--- src/rtl/nibble_serial_adder.sv ---
// Wide-operand adder that walks a registered operand pair one nibble per clock,
// LSB nibble first, through a 4-bit carry-select stage with a held running carry.
module nibble_serial_adder #(
  parameter int unsigned WIDTH = 16
) (
  input  logic             clk,
  input  logic             rst_n,
  input  logic             in_valid,
  output logic             in_ready,
  input  logic [WIDTH-1:0] a,
  input  logic [WIDTH-1:0] b,
  input  logic             c_in,
  output logic             out_valid,
  input  logic             out_ready,
  output logic [WIDTH-1:0] sum,
  output logic             c_out,
  output logic             overflow
);

  localparam int unsigned NIB = WIDTH / 4;
  localparam int unsigned IW  = (NIB > 1) ? $clog2(NIB) : 1;

  typedef enum logic [1:0] {
    IDLE = 2'd0,
    RUN  = 2'd1,
    DONE = 2'd2
  } state_t;

  state_t          state;
  logic [WIDTH-1:0] a_q;
  logic [WIDTH-1:0] b_q;
  logic            carry;
  logic [IW-1:0]   idx;

  logic [3:0] nib_a;
  logic [3:0] nib_b;
  logic [4:0] sum0;
  logic [4:0] sum1;
  logic [4:0] sel;

  // Carry-select step: both carry-in cases in parallel, registered carry picks one
  always_comb begin
    nib_a = '0;
    nib_b = '0;
    for (int unsigned n = 0; n < NIB; n++) begin
      if (idx == IW'(n)) begin
        nib_a = a_q[4*n +: 4];
        nib_b = b_q[4*n +: 4];
      end
    end
    sum0 = {1'b0, nib_a} + {1'b0, nib_b};
    sum1 = {1'b0, nib_a} + {1'b0, nib_b} + 5'd1;
    sel  = carry ? sum1 : sum0;
  end

  always_ff @(posedge clk or negedge rst_n) begin
    if (!rst_n) begin
      state     <= IDLE;
      in_ready  <= 1'b1;
      out_valid <= 1'b0;
      sum       <= '0;
      c_out     <= 1'b0;
      overflow  <= 1'b0;
      carry     <= 1'b0;
      idx       <= '0;
      a_q       <= '0;
      b_q       <= '0;
    end else begin
      case (state)
        IDLE: begin
          if (in_valid) begin
            a_q      <= a;
            b_q      <= b;
            carry    <= c_in;
            idx      <= '0;
            sum      <= '0;
            c_out    <= 1'b0;
            overflow <= 1'b0;
            in_ready <= 1'b0;
            state    <= RUN;
          end
        end
        RUN: begin
          for (int unsigned n = 0; n < NIB; n++) begin
            if (idx == IW'(n)) sum[4*n +: 4] <= sel[3:0];
          end
          carry <= sel[4];
          idx   <= idx + IW'(1);
          // Top nibble: carry into the MSB is recovered from the MSB sum bit
          if (idx == IW'(NIB - 1)) begin
            c_out     <= sel[4];
            overflow  <= nib_a[3] ^ nib_b[3] ^ sel[3] ^ sel[4];
            out_valid <= 1'b1;
            state     <= DONE;
          end
        end
        DONE: begin
          if (out_ready) begin
            out_valid <= 1'b0;
            in_ready  <= 1'b1;
            state     <= IDLE;
          end
        end
        default: state <= IDLE;
      endcase
    end
  end

endmodule

--- config.mk ---
export PLATFORM = sky130hd
export DESIGN_NAME = nibble_serial_adder
export DESIGN_NICKNAME = d
export VERILOG_FILES = /design/src/rtl/nibble_serial_adder.sv
export SDC_FILE = /design/constraint.sdc
export NUM_CORES = 1
export LEC_CHECK = 0
export ABC_AREA = 1
export BUFFER_PORTS_ARGS = -buffer_cell sky130_fd_sc_hd__buf_2
export CAP_MARGIN = 25
export CELL_PAD_IN_SITES_DETAIL_PLACEMENT = 0
export CELL_PAD_IN_SITES_GLOBAL_PLACEMENT = 1
export CORE_ASPECT_RATIO = 0.75
export CORE_MARGIN = 3
export CORE_UTILIZATION = 43
export CTS_CLUSTER_DIAMETER = 50
export DETAILED_ROUTE_END_ITERATION = 6
export PLACE_DENSITY_LB_ADDON = 0.1
export RECOVER_POWER = 100
export SLEW_MARGIN = 15
export SYNTH_ARGS = -nofsm -noshare
export SYNTH_HDL_FRONTEND = slang
export SYNTH_SLANG_ARGS = --single-unit
--- constraint.sdc ---
create_clock -name clk -period 5.88 [get_ports clk]
set_input_delay 0.588 -clock clk [delete_from_list [all_inputs] [get_ports clk]]
set_output_delay 0.588 -clock clk [all_outputs]
set_load 0.1 [all_outputs]
==> reports/summary.txt, run 1 <==
OUTCOME
-----------------------------------------------------------------------------------------
Run status ................................................................. finished, violations left
Violated checks ............................................................ capacitance limit, slew limit

SYNTH
-----------------------------------------------------------------------------------------
Largest area contributor in the netlist .................................... sky130_fd_sc_hd__dfrtp_1
Synthesized Nets ...........................................................          395
Flops & latches, synth .....................................................           57
Area of the mapped netlist .................................................  0.00282 mm²
Area share of the leading cell type in the synthesized netlist .............        49.7%
Dominant register cell in the synthesized netlist .......................... sky130_fd_sc_hd__dfrtp_1
Number of flops mapped to enable cells by yosys ............................            0
Proportion of register bits with asynchronous set or reset after synthesis .         100%
Most frequent cells after synthesis ........................................ sky130_fd_sc_hd__nand2_1, sky130_fd_sc_hd__dfrtp_1, sky130_fd_sc_hd__inv_1, sky130_fd_sc_hd__nand3_1, sky130_fd_sc_hd__nor2_1
Netlist cell types .........................................................           27
Cell count after synthesis .................................................          348
Ys Warns ...................................................................            0
Count leader, synth ........................................................ sky130_fd_sc_hd__nand2_1
Post-synthesis sequential area ratio .......................................        50.6%
Avg Synthesized Cell Area ..................................................     8.10 µm²
Main area contributors after synthesis ..................................... sky130_fd_sc_hd__dfrtp_1, sky130_fd_sc_hd__nand2_1, sky130_fd_sc_hd__ha_1, sky130_fd_sc_hd__inv_1, sky130_fd_sc_hd__nand3_1

CTS
-----------------------------------------------------------------------------------------
Number of hold-repair buffers added at the cts stage .......................            0
Clk slew on worst S/H paths ................................................      0.07 ns
Clock insertion delay at the later pin of the skew report ..................      0.35 ns
Post-CTS sizing ............................................................            0
Clk sink count .............................................................           57
Post-CTS setup repair buffer count .........................................            0
CTS max path bufs ..........................................................            2
CTS tree ...................................................................         done
Number of H-tree levels ....................................................            3
Root Buffer Master ......................................................... sky130_fd_sc_hd__clkbuf_8
CTS Buf Count ..............................................................            9

WORST HOLD PATH
-----------------------------------------------------------------------------------------
Hold/Removal Path Class .................................................... input port to register

LAYOUT
-----------------------------------------------------------------------------------------
Antenna diode instance count ...............................................            0
Net total in the final layout ..............................................          454
Fill cell instance count of the final layout ...............................          588
Layout Area Growth over Synthesis ..........................................        19.7%
Fraction of layout cells with a size suffix above 1 ........................        17.0%

STA
-----------------------------------------------------------------------------------------
Maximum frequency from static timing analysis ..............................      255 MHz
RSZ-0062 raised after global routing .......................................           no
Accumulated negative setup slack ...........................................         0 ns
Slew @ Worst Pin ...........................................................      3.04 ns
Post-route fraction of the period consumed by the critical path ............        66.8%
Final hold viol count ......................................................            0
Min Tclk post-route ........................................................      3.93 ns
Worst clock skew ...........................................................   0.00773 ns
Final Max Tran Viols .......................................................           58
Number of setup violations in the final report .............................            0
Worst rel slew slack .......................................................        -103%

CRITICAL PATH
-----------------------------------------------------------------------------------------
Peak fanout along the critical path ........................................           37
Cell class contributing the biggest share of worst-path delay .............. buffers and inverters
Required time worst endpoint ...............................................      6.11 ns
Critical setup path kind ................................................... register to register
Peak per-stage delay on the critical path ..................................      1.52 ns
CP arrival .................................................................      4.16 ns
Worst path most repeated cell .............................................. sky130_fd_sc_hd__nand2_1
Critical Path, Cell by Cell ................................................ nor2_1, nand2_1, clkinvlp_2, a21oi_4, inv_1, nand2_1, nand2_1
Endpoint kind of the worst setup timing path ...............................     register
Critical path startpoint category ..........................................     register
CP bufs+invs ...............................................................            2
Slowest library cell on the worst path ..................................... sky130_fd_sc_hd__clkinvlp_2
Setup slack of the most critical reg-to-reg path ...........................      1.95 ns

FLOORPLANNING
-----------------------------------------------------------------------------------------
Total core area ............................................................  0.00607 mm²
Die Y ......................................................................      76.1 µm
I/O pin total ..............................................................           57
Die Area ...................................................................  0.00758 mm²
Initial core utilization ...................................................        46.5%
Rows .......................................................................           24
Die Span X .................................................................      99.5 µm

ROUTE
-----------------------------------------------------------------------------------------
Number of remaining DRC errors .............................................            0
Detailed-route wire length .................................................      6650 µm
Overall via count from detail_route ........................................         2368
Detail-routed net length per standard cell .................................      13.6 µm
Detailed router's first-iteration violation count ..........................          167
Antenna-violating nets left ................................................            0
Detailed Routing Iterations Pass 1 .........................................            4
Number of vias per cell after detailed routing .............................         4.83

PLACED DESIGN
-----------------------------------------------------------------------------------------
Final GP Congestion ........................................................        0.812
Number of buffers inserted by port buffering ...............................           56
Dpl hpwl ...................................................................      4740 µm

GLOBAL ROUTING
-----------------------------------------------------------------------------------------
Vias in the first global route .............................................         2358
Total overflow reported by the global router ...............................            0
Global router's overall resource usage .....................................        19.1%
Largest net degree at the start of global routing ..........................           58
Global-route wire length before repair .....................................     11400 µm
Number of antenna violations at the first check in global routing ..........            0

RUN
-----------------------------------------------------------------------------------------
Count of maximum capacitance violations ....................................            1

cells in the final DEF, fill, tap and decap left out, drive strengths merged:
| master | count |
|---|---|
| clkinvlp | 2 |
| dfstp | 1 |
| fa | 1 |
| o31ai | 1 |
| a21oi | 11 |
| inv | 24 |
| o21ai | 25 |
| o211ai | 1 |
| a22oi | 7 |
| dfrtp | 56 |
| bufinv | 3 |
| buf | 36 |
| nand2 | 164 |
| clkbuf | 33 |
| ha | 9 |
| a221oi | 1 |
| nand4 | 1 |
| nor2 | 20 |
| nand3 | 16 |
routing by layer:
layer,track usage [%],up-vias,wire length (µm),part of all wire (%)
li1,-,1227,-,-
met3,6.59,4,463,7.0
met4,5.32,0,41,0.62
met1,28.3,1064,3410,51
met5,0,-,0,0
met2,26.4,73,2730,41
registers in the layout, indices dropped and copies added, names as in the netlist:
name	count
b_q	16
carry	1
state	2
out_valid	1
overflow	1
sum	16
a_q	16
c_out	1
in_ready	1
idx	2
area by class of cell:
type                       count  area [µm²]  area share, %
tap                           78        97.6           2.89
clock buffer                  12         165           4.89
timing repair buffer          57         259           7.67
sequential                    57        1430           42.3
clock inverter                 4        97.6           2.89
multi-input combinational    257        1230           36.6
inverter                      25        95.1           2.82
metrics by stage:
| step | util, % | instances | instance area [µm²] | worst slack, ns | hold WS, ns |
|---|---|---|---|---|---|
| floorplan | - | 348 | 2820 | 3.08 | 0.292 |
| global placement | 52.2 | 474 | 3170 | 2.76 | 0.452 |
| detailed placement | 52.2 | 474 | 3170 | 2.61 | 0.453 |
| CTS | 56.5 | 490 | 3430 | 2.61 | 0.400 |
| global route | 55.7 | 490 | 3380 | 1.41 | 0.420 |
| finish | 55.7 | 490 | 3380 | 1.95 | 0.429 |
cells by family after synthesis:
| logic type | count (synthesis) | share of synthesized area, % |
|---|---|---|
| buf+inv | 34 | 4.84 |
| fa+ha+maj | 10 | 4.70 |
| flops | 57 | 50.6 |
| compound gates | 46 | 9.89 |
| simple gates | 201 | 29.9 |
path summary, 6_finish.rpt:
| kind | start | endpoint | depth (start not counted) |
|---|---|---|---|
| worst min register to register | in_ready$_DFFE_PN1P_ | in_ready$_DFFE_PN1P_ | 2 |
| worst max register to register | state[1]$_DFFE_PN0P_ | sum[4]$_DFFE_PN0P_ | 7 |
| worst min-delay path | b[10] | b_q[10]$_DFFE_PN0P_ | 3 |
| min in group asynchronous | rst_n | a_q[6]$_DFFE_PN0P_ | 2 |
| worst max-delay path | state[1]$_DFFE_PN0P_ | sum[4]$_DFFE_PN0P_ | 7 |
| max in group asynchronous | rst_n | a_q[11]$_DFFE_PN0P_ | 2 |
tightest hold or removal path: stages:
cell and delay, ns:
sky130_fd_sc_hd__buf_2 0.07, sky130_fd_sc_hd__nand2_1 0.04, sky130_fd_sc_hd__nand2_1 0.04
Power of run 1 is left out: the tool's default activity adds up to more than one toggle a clock period on the data nets, which glitch-free logic cannot reach.
==> inputs of run 2 (changes only) <==
Settings changed: CORE_UTILIZATION 43 to 40.
Clock period 5.88 ns to 3.8 ns, I/O delays scaled along.
==> reports/summary.txt, run 2 (synthesized netlist as in run 1, its figures left out) <==
OUTCOME
--------------------------------------------------------------------------------
Run status ........................................................ finished, violations left
Violated checks ................................................... capacitance limit, slew limit

STA
--------------------------------------------------------------------------------
Maximum frequency from static timing analysis .....................      293 MHz   +15%
Worst rel slew slack ..............................................       -19.7%   +83 points
RSZ-0062 raised after global routing ..............................           no
Slew @ Worst Pin ..................................................      1.80 ns   -1.25 ns
Min Tclk post-route ...............................................      3.42 ns   -0.510 ns
Worst clock skew ..................................................   0.00468 ns   -0.00305 ns
Post-route fraction of the period consumed by the critical path ...        89.9%   +23 points
Worst setup margin ................................................     0.384 ns   -1.57 ns
Final hold viol count .............................................            0   unchanged
Accumulated negative setup slack ..................................         0 ns   unchanged
Final Max Tran Viols ..............................................           35   -40%
Number of setup violations in the final report ....................            0   unchanged

CTS
--------------------------------------------------------------------------------
CTS Buf Count .....................................................            9   unchanged
CTS max path bufs .................................................            2   unchanged
Number of hold-repair buffers added at the cts stage ..............            0   unchanged
Clk sink count ....................................................           57   unchanged
Post-CTS setup repair buffer count ................................            0   unchanged
CTS tree ..........................................................         done
Number of H-tree levels ...........................................            3   unchanged
Post-CTS sizing ...................................................            0   unchanged
Clk slew on worst S/H paths .......................................      0.06 ns   about the same
Root Buffer Master ................................................ sky130_fd_sc_hd__clkbuf_8
Clock insertion delay at the later pin of the skew report .........      0.34 ns   about the same

PLACED DESIGN
--------------------------------------------------------------------------------
Dpl hpwl ..........................................................      4840 µm   +2.2%
Final GP Congestion ...............................................        0.778   -4.3%
Number of cells after detailed placement ..........................          477   +0.63%
Post-placement setup slack ........................................     0.528 ns   -2.09 ns
Number of buffers inserted by port buffering ......................           56   unchanged

CRITICAL PATH
--------------------------------------------------------------------------------
Slowest library cell on the worst path ............................ sky130_fd_sc_hd__nor2_1
Critical Path, Cell by Cell ....................................... ha_1, nor2_1, a22oi_1, nand2_1, o21ai_0, a21oi_1, ha_1, fa_1, ha_1, nand2_1, nor2_2, nand3_1, nand2_1, nand2_1, nand3_1, nand3_1, nand2_1
Required time worst endpoint ......................................      4.04 ns   -2.07 ns
CP arrival ........................................................      3.65 ns   -0.51 ns
Setup slack of the most critical reg-to-reg path ..................      0.38 ns   -1.57 ns
Endpoint kind of the worst setup timing path ......................     register
Peak fanout along the critical path ...............................           10   -73%
Worst path most repeated cell ..................................... sky130_fd_sc_hd__nand2_1
FF-to-FF Start .................................................... idx[0]$_DFFE_PN0P_
Reg-to-reg critical path endpoint ................................. overflow$_DFFE_PN0P_
Critical setup path kind .......................................... register to register
FF-to-FF path depth ...............................................           17   +10
Peak per-stage delay on the critical path .........................      0.51 ns   -1.01 ns
Critical path startpoint category .................................     register

GLOBAL ROUTING
--------------------------------------------------------------------------------
Total overflow reported by the global router ......................            0   unchanged
Global router's overall resource usage ............................        18.2%   -0.88 points
Vias in the first global route ....................................         2256   -4.3%
Number of antenna violations at the first check in global routing .            0   unchanged
Global-route wire length before repair ............................     11100 µm   -2.7%
Largest net degree at the start of global routing .................           38   -34%

LAYOUT
--------------------------------------------------------------------------------
Commonest cells after routing, fill and taps aside ................ sky130_fd_sc_hd__nand2_1, sky130_fd_sc_hd__dfrtp_1, sky130_fd_sc_hd__buf_2
Antenna diode instance count ......................................            0   unchanged
Biggest regs ...................................................... a_q: 16 flops, b_q: 16 flops, sum: 16 flops
Number of cells in the finished layout apart from fillers .........          493   +0.61%
Fill cell instance count of the final layout ......................          671   +14%
Fraction of layout cells with a size suffix above 1 ...............        15.8%   -1.2 points
Net total in the final layout .....................................          454   unchanged
Area taken by multi-input logic gates .............................  0.00122 mm²   -1.4%
Commonest non-fill, non-tap cell in the layout .................... sky130_fd_sc_hd__nand2_1
Storage element area ..............................................  0.00143 mm²   unchanged
Layout Area Growth over Synthesis .................................        17.0%
Util after Layout .................................................        50.2%   -5.4 points

ROUTE
--------------------------------------------------------------------------------
Detailed-route wire length ........................................      6710 µm   +0.95%
Overall via count from detail_route ...............................         2374   +0.25%
Antenna-violating nets left .......................................            0   unchanged
Detailed Routing Iterations Pass 1 ................................            4   unchanged
Detail-routed net length per standard cell ........................      13.6 µm   +0.33%
Number of remaining DRC errors ....................................            0   unchanged
Detailed router's first-iteration violation count .................          139   -17%
Number of vias per cell after detailed routing ....................         4.82   -0.36%

WORST HOLD PATH
--------------------------------------------------------------------------------
Hold depth ........................................................            3   unchanged
End point of the most critical hold path .......................... a_q[2]$_DFFE_PN0P_
Critical hold path startpoint .....................................         a[2]
Hold/Removal Path Class ........................................... input port to register

FLOORPLANNING
--------------------------------------------------------------------------------
Die Y .............................................................      78.7 µm   +3.4%
Initial core utilization ..........................................        42.9%   -3.6 points
I/O pin total .....................................................           57   unchanged
Total core area ...................................................  0.00657 mm²   +8.3%
Rows ..............................................................           25   +4.2%
Die Span X ........................................................       103 µm   +3.5%
Die Area ..........................................................  0.00810 mm²   +7.0%

RUN
--------------------------------------------------------------------------------
Count of maximum capacitance violations ...........................            1   unchanged

## run 2: how the worst max path moves through the flow
stage / start / to / slack (ns) / cells past startpoint
after detailed placement: idx[1]$_DFFE_PN0P_ / carry$_DFFE_PN0P_ / 0.53 / 17
after global placement: idx[1]$_DFFE_PN0P_ / carry$_DFFE_PN0P_ / 0.63 / 17
after CTS: idx[1]$_DFFE_PN0P_ / carry$_DFFE_PN0P_ / 0.52 / 17
after global routing: idx[1]$_DFFE_PN0P_ / c_out$_DFFE_PN0P_ / 0.13 / 17
after floorplan: idx[0]$_DFFE_PN0P_ / overflow$_DFFE_PN0P_ / 1.00 / 18
final: idx[0]$_DFFE_PN0P_ / overflow$_DFFE_PN0P_ / 0.38 / 17
## run 2: critical path: cells and delay by family (launching register included)
kind | cells | cell delay (ns)
compound gates | 3 | 0.40
fa+ha+maj | 4 | 1.22
flops | 1 | 0.42
simple gates | 10 | 1.25
## run 2: stage by stage
step                hold slack (ns)  instance area, µm²
finish                        0.227                3300
global route                  0.221                3300
CTS                          0.0405                3370
detailed placement            0.410                3170
global placement              0.410                3170
floorplan                    0.0844                2820
## run 2: layout make-up
cell class | count | share of cell area, %
clock buffers | 13 | 4.82
clock inverters | 3 | 1.21
inverters | 25 | 2.92
multi-input cells | 257 | 36.9
flip-flops and latches | 57 | 43.3
well taps | 81 | 3.07
repair buffers | 57 | 7.81
## run 2: layer usage
layer	share of wire, %	vias to the layer above	global-route usage, %
met1	53	1093	28.0
li1	-	1222	-
met4	1.1	0	6.60
met5	0	-	0
met2	40	50	24.0
met3	5.5	9	5.27
Power of run 2 is left out for the same reason.
